File: src/rtl/eoi_rotation_controller.sv
// eoi_rotation_controller
//
// End-of-interrupt and priority-rotation control for a programmable interrupt
// controller. Decodes OCW2 commands (non-specific / specific EOI, rotation,
// set-priority, rotate-in-AEOI mode), generates automatic EOI at the end of an
// INTA sequence, and tracks the current lowest-priority level.
//
// Ports
//   clock                          in   single clock, rising edge
//   reset                          in   synchronous, active-high
//   write_initial_command_word_1   in   ICW1 strobe (soft initialisation)
//   write_operation_control_word_2 in   OCW2 strobe, edge-detected
//   internal_data_bus[7:0]         in   OCW2 byte {R, SL, EOI, level[4:0]}
//   highest_level_in_service[N]    in   one-hot highest in-service level
//   auto_eoi_config                in   AEOI mode
//   end_of_acknowledge_sequence    in   pulse at end of INTA sequence
//   acknowledge_interrupt[N]       in   one-hot level just acknowledged
//   end_of_interrupt[N]            out  one-hot ISR clear, one-cycle pulse
//   auto_rotate_mode               out  rotate-in-AEOI flag
//   priority_rotate[LEVEL_BITS]    out  index of lowest-priority level
//   eoi_error                      out  sticky error (only with EOI_ERROR_FLAG_EN)
//
// Build option: define EOI_ERROR_FLAG_EN to add the eoi_error port and logic.

module eoi_rotation_controller #(
  parameter  int NUM_LEVELS = 8,
  localparam int LEVEL_BITS = $clog2(NUM_LEVELS)
) (
  input  logic                  clock,
  input  logic                  reset,
  input  logic                  write_initial_command_word_1,
  input  logic                  write_operation_control_word_2,
  input  logic [7:0]            internal_data_bus,
  input  logic [NUM_LEVELS-1:0] highest_level_in_service,
  input  logic                  auto_eoi_config,
  input  logic                  end_of_acknowledge_sequence,
  input  logic [NUM_LEVELS-1:0] acknowledge_interrupt,
  output logic [NUM_LEVELS-1:0] end_of_interrupt,
  output logic                  auto_rotate_mode,
  output logic [LEVEL_BITS-1:0] priority_rotate
`ifdef EOI_ERROR_FLAG_EN
  ,
  output logic                  eoi_error
`endif
);

  localparam logic [LEVEL_BITS-1:0] LOWEST_DEFAULT = LEVEL_BITS'(NUM_LEVELS - 1);

  logic [NUM_LEVELS-1:0] eoi_q, eoi_d;
  logic                  arm_q, arm_d;
  logic [LEVEL_BITS-1:0] rot_q, rot_d;
  logic                  ocw2_prev_q;

  logic                  ocw2_edge;
  logic [2:0]            cmd;
  logic [LEVEL_BITS-1:0] level;
  logic [NUM_LEVELS-1:0] level_onehot;
  logic [LEVEL_BITS-1:0] isr_idx;
  logic [LEVEL_BITS-1:0] ack_idx;
  logic                  isr_any;
  logic                  aeoi_hit;

  // Bits above the level field only matter for error reporting.
  logic unused_bus_bits;
  assign unused_bus_bits = ^internal_data_bus[4:0];

  assign ocw2_edge    = write_operation_control_word_2 & ~ocw2_prev_q;
  assign cmd          = internal_data_bus[7:5];
  assign level        = internal_data_bus[LEVEL_BITS-1:0];
  assign level_onehot = NUM_LEVELS'(1) << level;
  assign isr_any      = |highest_level_in_service;
  assign aeoi_hit     = auto_eoi_config & end_of_acknowledge_sequence
                        & (|acknowledge_interrupt);

  // Inputs are one-hot; a plain scan yields the index of the set bit.
  always_comb begin
    isr_idx = '0;
    ack_idx = '0;
    for (int i = 0; i < NUM_LEVELS; i++) begin
      if (highest_level_in_service[i]) isr_idx = LEVEL_BITS'(i);
      if (acknowledge_interrupt[i])    ack_idx = LEVEL_BITS'(i);
    end
  end

`ifdef EOI_ERROR_FLAG_EN
  logic       err_q, err_d;
  logic [4:0] upper_bits;
  // Shifting (instead of slicing) keeps this legal when LEVEL_BITS == 5.
  assign upper_bits = internal_data_bus[4:0] >> LEVEL_BITS;
`endif

  always_comb begin
    eoi_d = '0;
    arm_d = arm_q;
    rot_d = rot_q;
`ifdef EOI_ERROR_FLAG_EN
    err_d = err_q;
`endif

    // AEOI first so that an OCW2 rotation in the same cycle overrides it.
    if (aeoi_hit) begin
      eoi_d = acknowledge_interrupt;
      if (arm_q) rot_d = ack_idx;
    end

    if (ocw2_edge) begin
`ifdef EOI_ERROR_FLAG_EN
      if (upper_bits != 5'd0) err_d = 1'b1;
      if ((cmd == 3'b001 || cmd == 3'b101) && !isr_any) err_d = 1'b1;
`endif
      unique case (cmd)
        3'b001: eoi_d = eoi_d | highest_level_in_service;
        3'b011: eoi_d = eoi_d | level_onehot;
        3'b101: begin
          if (isr_any) begin
            eoi_d = eoi_d | highest_level_in_service;
            rot_d = isr_idx;
          end
        end
        3'b111: begin
          eoi_d = eoi_d | level_onehot;
          rot_d = level;
        end
        3'b110: rot_d = level;
        3'b100: arm_d = 1'b1;
        3'b000: arm_d = 1'b0;
        default: ;
      endcase
    end

    // Soft initialisation discards anything decoded in the same cycle.
    if (write_initial_command_word_1) begin
      eoi_d = '0;
      arm_d = 1'b0;
      rot_d = LOWEST_DEFAULT;
`ifdef EOI_ERROR_FLAG_EN
      err_d = 1'b0;
`endif
    end
  end

  always_ff @(posedge clock) begin
    if (reset) begin
      eoi_q       <= '0;
      arm_q       <= 1'b0;
      rot_q       <= LOWEST_DEFAULT;
      // A strobe already high when reset releases must not count as an edge.
      ocw2_prev_q <= 1'b1;
`ifdef EOI_ERROR_FLAG_EN
      err_q       <= 1'b0;
`endif
    end else begin
      eoi_q       <= eoi_d;
      arm_q       <= arm_d;
      rot_q       <= rot_d;
      ocw2_prev_q <= write_operation_control_word_2;
`ifdef EOI_ERROR_FLAG_EN
      err_q       <= err_d;
`endif
    end
  end

  assign end_of_interrupt = eoi_q;
  assign auto_rotate_mode = arm_q;
  assign priority_rotate  = rot_q;
`ifdef EOI_ERROR_FLAG_EN
  assign eoi_error        = err_q;
`endif

endmodule

File: config.mk
export PLATFORM = sky130hd
export DESIGN_NAME = eoi_rotation_controller
export DESIGN_NICKNAME = d
export VERILOG_FILES = /design/src/rtl/eoi_rotation_controller.sv
export SDC_FILE = /design/constraint.sdc
export NUM_CORES = 1
export LEC_CHECK = 0
export CAP_MARGIN = 30
export CORE_AREA = 2 2 53 55
export CTS_CLUSTER_DIAMETER = 150
export CTS_CLUSTER_SIZE = 12
export DETAILED_ROUTE_END_ITERATION = 10
export DIE_AREA = 0 0 55 57
export GPL_TIMING_DRIVEN = 0
export MAX_ROUTING_LAYER = met4
export PLACE_DENSITY = 0.69
export RECOVER_POWER = 50
export SLEW_MARGIN = 20
export SYNTH_ARGS = -nofsm -noshare
export SYNTH_HDL_FRONTEND = slang
export SYNTH_SLANG_ARGS = --single-unit
File: constraint.sdc
create_clock -name clock -period 1.3 [get_ports clock]
set_clock_uncertainty 0.2 [all_clocks]
set_input_delay 0.13 -clock clock [delete_from_list [all_inputs] [get_ports clock]]
set_output_delay 0.13 -clock clock [all_outputs]
set_load 0.03 [all_outputs]
==> results_dict.tcl <==
set metrics [dict create \
    status "finished, violations left" \
    failed_checks "negative hold slack" \
    place.gp.congestion 0.909 \
    ys_seq_area_frac 0.309 \
    ys_warn_count 0 \
    root_buffer "clkbuf_4" \
    die_h_um 57 \
    via_count 958 \
    async_flop_share 0 \
    crit_path_start_kind "flip-flop" \
    grt_setup_unrepaired "yes" \
    switching_share 0.296 \
    insertedDiodeCount 0 \
    worst_pin_slew_ns 0.380 \
    fp-row-count 19 \
    p_sw_w 0.000268 \
    cts_made_buffers 3 \
    synth_most_common_cell "nor2_1" \
    drt_iter0_drc 23 \
    relSlewSlack 0.747 \
    pwr-share-comb 0.270 \
    dieWidth_um 55 \
    syn_inst 106 \
    synth_edf_count 0 \
    clk_latency_ns 0.28 \
    avgSynthCellArea_sq_um 7.94 \
    synth_top_area_frac 0.309 \
    overflow 0 \
    htreeDepth 1 \
    dpl.hpwl_mm 1.91 \
    syn2layout_area_growth_pct 55.3 \
    clockBufferDepth 2 \
    finish.instance_area_sq_um 1310 \
    grt_pass1_vias 891 \
    wl_mm 2.43 \
    cts_tree "built" \
    cp_cell_sequence "nor4b_2 > mux2i_1 > nor2_1" \
    firstDrtPassIters 4 \
    final_hold_viol_count 1 \
    critPathCaptureType "flip-flop" \
    fin_crit_sh 0.977 \
    io_pins 42 \
    cp_slowest_cell "nor4b_2" \
    grt_util_all_layers 0.173 \
    synthTopCellsByArea "dfxtp_1 (31%), nor2_1 (8.0%), a22oi_1 (7.1%)" \
    layout-drive-gt1-share 0.278 \
    required_ns 1.27 \
    p_clk_frac 0.280 \
    ant_nets 0 \
    worstPathMaxFanout 3 \
    powerDensity_nw_per_um2 691 \
    via_per_inst 5.26 \
    period_minus_slack_ns 1.27 \
    fmax_mhz 787 \
    drv_cap 0 \
    synth_top_cell_by_area "dfxtp_1" \
    p_int_w 0.000636 \
    pwr-share-seq 0.451 \
    yosys_register_bits 13 \
    setup.worst_path.class "flip-flop to flip-flop" \
    p_leak_nw 0.562 \
    route.detailed.drc 0 \
    grt_pass1_wl_mm 3.92 \
    synth_top_cells_by_count "nor2_1 (18), dfxtp_1 (13), inv_1 (9)" \
    crit_arrival_ns 1.24 \
    path_buf_inv 0 \
    clkTransAtPathRegs_ns 0.08 \
    drv_slew 0 \
    synth_area_sq_um 842 \
    initial_utilization 0.322 \
    nets 182 \
    worst_path_dominant_cell_family "simple AND/OR/NAND/NOR gates" \
    clock-sinks 13 \
    routedWlPerCell_um 13.3 \
    cts_hold_buf 0 \
    die_area_sq_um 3140 \
    synth_cell_types 36 \
    hold_class "input port to flip-flop" \
    portBuffers 38 \
    grt_max_degree 11 \
    placedInstanceArea_sq_um 1260 \
    coreArea_sq_um 2620 \
    setup_viol 0 \
    post-route-util 0.500 \
    whs_ns -0.0203 \
    crit_path_max_incr_delay_ns 0.35 \
    synth_nets 136 \
    synthFlopType "dfxtp_1" \
    pre_cts_slack_ns -0.541 \
    finalWorstSetupSlack_ns 0.0300 \
    grt_antenna_before_repair 0 \
    irDropWorstVdd_mv 0.357 \
]
-- power by group through the flow --
stage                     logic (W)  clock network (W)  registers [W]
after floorplan           0.0000949                  0       0.000428
after global placement     0.000245                  0       0.000416
after detailed placement   0.000249                  0       0.000416
after CTS                  0.000243           0.000252       0.000407
after global routing       0.000267           0.000270       0.000408
final                      0.000244           0.000253       0.000407
-- worst reg2reg max path: cells and delay by family (launching register included) --
| kind | cells | cell delay (ns) |
|---|---|---|
| simple gates | 2 | 0.40 |
| flops | 1 | 0.34 |
| mux | 1 | 0.22 |
-- per-stage QoR --
step	TNS, ns	cells	hold slack, ns	power [W]
final	0	182	-0.0203	0.000904
after global routing	-0.0124	182	0.00233	0.000945
after CTS	0	181	0.0601	0.000902
after detailed placement	-4.49	175	0.299	0.000665
after global placement	-4.20	175	0.296	0.000661
after floorplan	0	106	0.0338	0.000523
-- registers in the layout (all words and copies together) (netlist names) --
register,cells
ocw2_prev_q,1
end_of_interrupt,8
priority_rotate,3
auto_rotate_mode,1
-- cell families after synthesis --
kind of cell	Yosys count	share of synthesized area
compound gates	34	0.288
buf+inv	14	0.0758
simple gates	43	0.303
mux	2	0.0238
flops	13	0.309
-- worst paths after layout --
| path | from | to | slack, ns | cells after the start |
|---|---|---|---|---|
| setup / recovery | ocw2_prev_q | auto_rotate_mode | 0.03 | 3 |
| hold / removal | acknowledge_interrupt[0] | end_of_interrupt[0] | -0.02 | 3 |
| setup reg to reg | ocw2_prev_q | auto_rotate_mode | 0.03 | 3 |
| hold reg to reg | auto_rotate_mode | auto_rotate_mode | 0.33 | 2 |
-- routing by layer --
layer / track usage / wire length (um) / vias to the layer above
li1: - / - / 476
met1: 0.208 / 1020 / 435
met2: 0.272 / 1120 / 40
met3: 0.0366 / 222 / 7
met4: 0.0732 / 66 / 0
met5: - / 0 / -
-- cell type report --
| cell class | instances | area (sq um) |
|---|---|---|
| sequential | 13 | 265 |
| timing repair buffer | 42 | 340 |
| inverter | 9 | 33.8 |
| tap | 31 | 38.8 |
| clock buffer | 4 | 26.3 |
| buffer | 4 | 32.5 |
| fill | 267 | 1310 |
| multi-input combinational | 79 | 571 |
-- layout by cell type (no fill, tap or decap), types with 2 or more instances in the layout --
| master | instances |
|---|---|
| nand2b_1 | 3 |
| clkbuf_4 | 3 |
| clkdlybuf4s50_1 | 4 |
| o22ai_1 | 4 |
| nor2b_1 | 3 |
| clkdlybuf4s15_2 | 3 |
| o211ai_1 | 2 |
| o32ai_1 | 2 |
| clkdlybuf4s15_1 | 6 |
| buf_4 | 4 |
| mux2i_1 | 2 |
| dlygate4sd2_1 | 8 |
| inv_1 | 9 |
| nor2_1 | 18 |
| nor4_4 | 4 |
| or2_2 | 2 |
| a22oi_1 | 8 |
| a21oi_1 | 4 |
| dfxtp_1 | 11 |
| clkbuf_2 | 12 |
| clkbuf_1 | 4 |
| nand2_1 | 6 |
| dlymetal6s2s_1 | 3 |
-- what timing repair did --
action	in CTS	in global routing
endpoints found under the setup margin	24	19
pin swaps	8	11
gates resized for setup	53	36
cloned	0	0
setup buffers	3	1
Power figures use the tool's default switching activity.
